$ cat src/rtl/fetch_pc_gen.sv
// Fetch-stage next-PC generator: holds the fetch PC and picks redirect, predicted target or next 8-byte block.
// Define FETCH_TAKEN_BUBBLE_EN to insert one bubble after every accepted predicted-taken fetch.
module fetch_pc_gen #(
  parameter logic [31:0] RESET_PC = 32'hFFFF_FFF0,
  parameter int          CNT_W    = 16
) (
  input  logic             CLK,
  input  logic             reset,
  output logic [31:0]      pred_pc,
  input  logic [31:0]      pred_target_curr,
  input  logic             pred_taken_curr,
  input  logic             pred_hit_curr,
  output logic             fetch_valid,
  input  logic             fetch_ready,
  output logic             fetch_pred_taken,
  output logic [31:0]      fetch_pred_target,
  input  logic             redirect_valid,
  input  logic [31:0]      redirect_pc,
  output logic [CNT_W-1:0] perf_taken_cnt
);

  typedef enum logic [1:0] {IDLE, RUN, BUBBLE} state_t;

  state_t      state, state_nxt;
  logic [31:0] pc_nxt;
  logic        handshake;
  logic        count_taken;

  assign fetch_valid       = (state == RUN);
  assign fetch_pred_taken  = fetch_valid & pred_hit_curr & pred_taken_curr;
  assign fetch_pred_target = fetch_valid ? pred_target_curr : 32'h0;
  assign handshake         = fetch_valid & fetch_ready;
  assign count_taken       = handshake & fetch_pred_taken;

  // NOTE: every signal written here gets a default first, so no path leaves it unassigned and no latch is inferred.
  always_comb begin
    state_nxt = state;
    pc_nxt    = pred_pc;
    unique case (state)
      IDLE:   state_nxt = RUN;
      BUBBLE: state_nxt = RUN;
      RUN: begin
        if (handshake) begin
          if (fetch_pred_taken) begin
            pc_nxt = pred_target_curr;
`ifdef FETCH_TAKEN_BUBBLE_EN
            state_nxt = BUBBLE;
`endif
          end else begin
            // Low 3 bits cleared: the next block is aligned even when pc is not.
            pc_nxt = {pred_pc[31:3] + 29'd1, 3'b000};
          end
        end
      end
      default: state_nxt = IDLE;
    endcase
    // Redirect overrides everything, including an accepted request this cycle.
    if (redirect_valid) begin
      pc_nxt    = redirect_pc;
      state_nxt = BUBBLE;
    end
  end

  // NOTE: state registers use non-blocking assignments so every flop samples pre-edge values.
  always_ff @(posedge CLK or negedge reset) begin
    if (!reset) begin
      state   <= IDLE;
      pred_pc <= RESET_PC;
    end else begin
      state   <= state_nxt;
      pred_pc <= pc_nxt;
    end
  end

  // Counts the request even when a redirect lands in the same cycle; saturates instead of wrapping.
  always_ff @(posedge CLK or negedge reset) begin
    if (!reset) begin
      perf_taken_cnt <= '0;
    end else if (count_taken && (perf_taken_cnt != {CNT_W{1'b1}})) begin
      perf_taken_cnt <= perf_taken_cnt + CNT_W'(1);
    end
  end

endmodule

$ cat config.mk
export PLATFORM = sky130hd
export DESIGN_NAME = fetch_pc_gen
export DESIGN_NICKNAME = d
export VERILOG_FILES = /design/src/rtl/fetch_pc_gen.sv
export SDC_FILE = /design/constraint.sdc
export NUM_CORES = 1
export LEC_CHECK = 0
export ABC_CLOCK_PERIOD_IN_PS = 2600
export CELL_PAD_IN_SITES_DETAIL_PLACEMENT = 1
export CELL_PAD_IN_SITES_GLOBAL_PLACEMENT = 1
export CORE_MARGIN = 1.5
export CORE_UTILIZATION = 30
export DETAILED_ROUTE_END_ITERATION = 7
export PLACE_DENSITY_LB_ADDON = 0.1
export SETUP_SLACK_MARGIN = 0.5
export SYNTH_ARGS = -nofsm -noshare
export SYNTH_HDL_FRONTEND = slang
export SYNTH_SLANG_ARGS = --single-unit
$ cat constraint.sdc
create_clock -name CLK -period 2.6 [get_ports CLK]
set_clock_uncertainty 0.1 [all_clocks]
set_input_delay 0.65 -clock CLK [delete_from_list [all_inputs] [get_ports CLK]]
set_output_delay 0.65 -clock CLK [all_outputs]
set_load 0.01 [all_outputs]
==> results of run 1 <==
==> metal layers <==
metal	vias to the layer above	wire length [µm]	GRT usage [%]
met5	-	0	0
met4	0	380	7.71
met3	27	712	4.04
met2	117	7410	42.6
met1	1963	6330	30.7
li1	1888	-	-
==> stage by stage <==
| stage | hold slack [ps] | area, µm² | setup slack, ps | cells | utilization, % |
|---|---|---|---|---|---|
| 6_report | 232 | 6030 | 334 | 766 | 55.9 |
| 5_1_grt | 239 | 6030 | 266 | 765 | 55.9 |
| 4_1_cts | 232 | 5620 | 325 | 747 | 52.0 |
| 3_5_place_dp | 396 | 5180 | -227 | 703 | 48.0 |
| 3_3_place_gp | 383 | 5180 | -222 | 703 | 48.0 |
| 2_1_floorplan | 254 | 3320 | 536 | 398 | - |
==> power breakdown <==
part	total, mW	internal [mW]	switching (mW)
Clock	0.711	0.411	0.300
Sequential	1.01	0.904	0.103
Combinational	0.847	0.456	0.392
==> area by class of cell <==
cell class,instances,area [µm²]
antenna,1,2.50
clock buffer,6,82.6
clock inverter,2,60.1
fill,1271,4760
inverter,8,32.5
multi-input combinational,321,2120
sequential,50,1290
tap,140,175
timing repair buffer,238,2260
==> critical path, delay by kind of cell (launching register included) <==
kind          cells  cell delay, ps
buf+inv           4             480
flops             1             420
simple gates      2             300
==> registers in the layout (all words and copies together), names as in the netlist <==
register / cells
perf_taken_cnt: 16
state: 2
pred_pc: 32
==> final timing paths <==
kind,depth (start not counted),startpoint,slack (ps),endpoint
worst max-delay path,6,state[1],330,fetch_pred_target[16]
max in group asynchronous,2,reset,1870,pred_pc[14]
worst min register to register,1,perf_taken_cnt[15],410,perf_taken_cnt[15]
min in group CLK,1,perf_taken_cnt[15],410,perf_taken_cnt[15]
worst max register to register,7,pred_pc[9],520,pred_pc[25]
worst min-delay path,2,reset,230,state[0]
==> what timing repair did <==
action | CTS | global route
setup buffers | 34 | 18
pin swaps | 23 | 10
hold buffers | 0 | 0
resized for setup | 253 | 62
endpoints found under the setup margin | 106 | 62
cloned | 2 | 0
==> cell usage in the layout, fill, tap and decap left out, drive strengths merged, types with 3 or more instances in the layout <==
cell	count
nand2	54
o22ai	3
dlygate4sd2	56
nor2	29
dfstp	28
clkbuf	7
xor2	8
buf	123
a31oi	9
a22oi	7
clkdlybuf4s50	57
o21a	4
nor4	4
and3	9
xnor2	19
nor3	7
a21oi	24
o21ai	38
nand4	20
nand3	14
and2	34
a221o	3
nand3b	3
inv	8
o221ai	3
dfrtp	22
==> cell families after synthesis <==
logic type	Yosys count
and+or+nand+nor	185
AOI/OAI and AO/OA	105
DFF	50
xor gates and xnor gates	27
buffers and inverters	27
muxes	2
adders and majority gates	2
==> flow_summary.ini, run 1 <==
[sta]
relSlewSlack_pct = 62.4
period_needed_ps = 2270
finalSetupViolCount = 0
max_freq_ghz = 0.441
grt_setup_unrepaired = true
fin_setup_tns_ps = 0
hold_violations = 0
drv_slew = 0
period_share_pct = 87.2
worst_pin_slew_ps = 564

[setup_path]
cp-start-kind = flop
cpMostUsedCell = buf_6
worstPathCellList = nor2b_4, buf_6, buf_8, buf_6, and2_4, buf_6
cp-end-kind = output port
path_class = flop to output port
max_stage_delay_ps = 420
crit_arrival_ps = 1520
slowest_stage = dfrtp_1
critPathRequiredTime_ps = 1850
cp_max_fo = 7

[logic_synthesis]
synth.area.top_cells = dfstp_2 (22%), dfrtp_1 (17%), and2_1 (6.4%), nand2_1 (6.1%), o21ai_0 (5.7%)
synth_edf_count = 0
synth.ff_latch_count = 50
yosys.area.top_type_share_pct = 22.2
synth_compound_area_share_pct = 19.4
seq_area_frac_synth_pct = 38.8
synth_top_family_by_area = simple AND/OR/NAND/NOR gates
synth_area_um2 = 3320
syn_avg_cell_area_um2 = 8.33
yosys.cell_types.count = 49
yosysMostFrequentCell = nand2_1
synth_warnings = 0
async_reset_ff_share_pct = 100
synth_adder_area_share_pct = 0.754
synthMuxAreaShare_pct = 0.641
synth_top_cell_by_area = dfstp_2
synth_common_cells = nand2_1 (54), o21ai_0 (38), and2_1 (34)
synth_ff_type = dfstp_2
synth-simple-area-share_pct = 30.2
synth-xor-area-share_pct = 7.13
syn_inst = 398
synthesis.nets = 470

[route]
drc_errors = 0
vias = 3995
antenna_left = 0
wl_per_cell_um = 19.4
via_per_inst = 5.22
drtIter0Drc = 129
first_pass_iters = 4
wirelength_mm = 14.8

[global_route]
grtUsageTotal_pct = 24.4
gr-total-overflow = 0
antenna_found_initial = 0
grt_pass1_wl_mm = 22.1
grt_pass1_vias = 4169
grt_max_degree = 51

[finish]
drive_above_1_share_pct = 35.2
synthToLayoutAreaGrowth_pct = 81.8
nets = 696

[power_and_ir_drop]
p_per_area_nw_per_um2 = 425
ir_drop_uv = 309
leakage_nw = 2.67
total_power_mw = 2.56

[floorplanning]
dieArea_um2 = 11700
rows = 38
num_io_pins = 152
start_util_pct = 30.7
core_area_um2 = 10800
chipWidth_um = 108
die_h_um = 108

[placed_design]
port_buffers = 151
routabilityCongestion = 0.815
dp_hpwl_mm = 9.76

[clock_network]
cts-root-buf = clkbuf_8
cts.clk_slew.worst_paths_ps = 100
cts_tree = done
clock_sinks = 50
h-tree-depth = 2
numCtsBuffers = 5
cts_buffer_depth = 2
worst_skew_pair.late_latency_ps = 310

[job]
cap_violations = 0

[run_status]
status = finished, final reports clean

[worst_hold_path]
hp-class = input pin to async pin
Power figures use the tool's default switching activity.
==> run 2: changes to the inputs <==
ABC_CLOCK_PERIOD_IN_PS = 2100   (was 2600)
MAX_ROUTING_LAYER = met4   (was unset)
clock period = 2.1 ns   (was 2.6 ns; I/O delays follow)
==> run 2 against run 1 <==
  * The flow now finishes with violations (negative setup slack)
  * Register-to-register slack lost 630 ps
  * Critical path depth grew 5
  * Cell area grew 28%
  * First-iteration DRC count grew to 2.9 times the previous value
  * Utilization grew 15 points
  * Final cell count grew 15%
  * Die area is the same
  * Combinational power grew 110%
  * Global-route usage grew 11 points
  * Largest cell class unchanged
  * Largest power group is now combinational cells
  * Highest routed layer unchanged
==> flow_summary.ini, run 2 (synthesis gave the netlist of run 1 again) <==
[run_status]
status = finished, violations left
violations = negative setup slack

[clock_network]
cts_hold_buf = 0
clock_sinks = 50
cts-root-buf = clkbuf_8
numCtsBuffers = 5
cts.clk_slew.worst_paths_ps = 120
worst_skew_pair.late_latency_ps = 320
cts_tree = done
cts_buffer_depth = 2
h-tree-depth = 2

[finish]
regArea_um2 = 1290
largest_reg_flops = 32
nets = 810
synthToLayoutAreaGrowth_pct = 132
layout.cells.most_common = buf_4
fin_cells = 879
top_register = pred_pc
multiInputGateArea_um2 = 2680
reg_top3 = pred_pc x32, perf_taken_cnt x16, state x2
drive_above_1_share_pct = 60.6
diodes = 0
final_util_pct = 71.3
final_cell_mix = buf_4 (126), buf_6 (121), clkdlybuf4s50_1 (64)
fill_cells = 1134

[global_route]
grt_max_degree = 35
grtUsageTotal_pct = 35.2
grt_pass1_wl_mm = 30.5
grt_pass1_vias = 5236
gr-total-overflow = 0
antenna_found_initial = 0

[power_and_ir_drop]
total_power_mw = 3.69
p_int_mw = 2.31
p_per_area_nw_per_um2 = 479
ir_drop_uv = 509
pwr-share-comb_pct = 49.2
clockPowerShare_pct = 17.2
leakage_nw = 3.53
switching_share_pct = 37.5
power.switching_mw = 1.38
seqPwrFrac_pct = 33.6

[sta]
relSlewSlack_pct = 61.3
setup_slack_ps = -115
finalSetupViolCount = 48
hold_violations = 0
drv_slew = 0
fin_setup_tns_ps = -1570
grt_setup_unrepaired = true
period_share_pct = 105
max_freq_ghz = 0.451
period_needed_ps = 2210
worst_pin_slew_ps = 580

[setup_path]
r2r_setup_slack_ps = -110
cp-end-kind = flop
cp-start-kind = flop
critPathRequiredTime_ps = 2220
path_class = flop to flop
cp_max_fo = 3
crit_arrival_ps = 2340

[route]
wirelength_mm = 25.6
via_per_inst = 6.01
drtIter0Drc = 374
wl_per_cell_um = 29.1
vias = 5286
first_pass_iters = 4
drc_errors = 0
antenna_left = 0

[floorplanning]
start_util_pct = 30.7
dieArea_um2 = 11700
chipWidth_um = 108
die_h_um = 108
num_io_pins = 152
rows = 38
core_area_um2 = 10800

[placed_design]
dp_slack_ps = -384
dp_hpwl_mm = 10.7
dp_cells = 749
port_buffers = 151
routabilityCongestion = 0.849

[worst_hold_path]
hp-class = input pin to async pin

[job]
cap_violations = 0
## run 2: layout make-up
class | instances | area share, %
sequential | 50 | 16.7
multi-input combinational | 321 | 34.9
clock inverter | 3 | 0.276
clock buffer | 5 | 0.894
inverter | 8 | 0.423
tap | 140 | 2.28
timing repair buffer | 352 | 44.5
## run 2: routing by layer
layer | wire length [µm] | global-route usage, % | part of all wire (%)
met5 | 0 | - | 0
met1 | 9280 | 40.9 | 36
met4 | 1860 | 14.3 | 7.3
met3 | 1820 | 4.88 | 7.1
met2 | 12600 | 61.2 | 49
## run 2: path summary, 6_finish.rpt
path,startpoint,endpoint,cells past startpoint
max,state[1],perf_taken_cnt[14],11
max reg2reg,state[1],perf_taken_cnt[14],11
min,reset,pred_pc[23],1
min in group CLK,perf_taken_cnt[5],perf_taken_cnt[5],2
min reg2reg,perf_taken_cnt[5],perf_taken_cnt[5],2
max in group asynchronous,reset,pred_pc[15],2
## run 2: what timing repair did
action                                 in CTS  in global routing
gates cloned                                2                  1
buffers inserted                           91                 28
setup endpoints to repair                 130                125
resized for setup                         453                165
endpoints found under the hold margin       0                  0
pin swaps                                  42                 67
## run 2: power groups by stage
stage | logic (mW) | registers (mW) | clock network [mW]
after floorplan | 0.318 | 1.31 | 0
after global placement | 0.952 | 1.29 | 0
after detailed placement | 0.980 | 1.30 | 0
after CTS | 1.40 | 1.20 | 0.619
after global routing | 1.87 | 1.24 | 0.678
final | 1.82 | 1.24 | 0.634
## run 2: worst max-delay path, stage by stage, from the launching register on
cell,delay [ps]
dfrtp_1,460
buf_6,150
buf_6,110
nand4b_4,190
inv_4,110
buf_8,130
buf_8,120
nand4_1,100
buf_6,160
nor2_4,150
nand3_1,160
xnor2_1,170
## run 2: stage by stage
stage                     hold slack [ps]  instance area (µm²)
after floorplan                       129                 3440
after global placement                382                 5650
after detailed placement              388                 5650
after CTS                             381                 6760
after global routing                  397                 7700
final                                 382                 7700
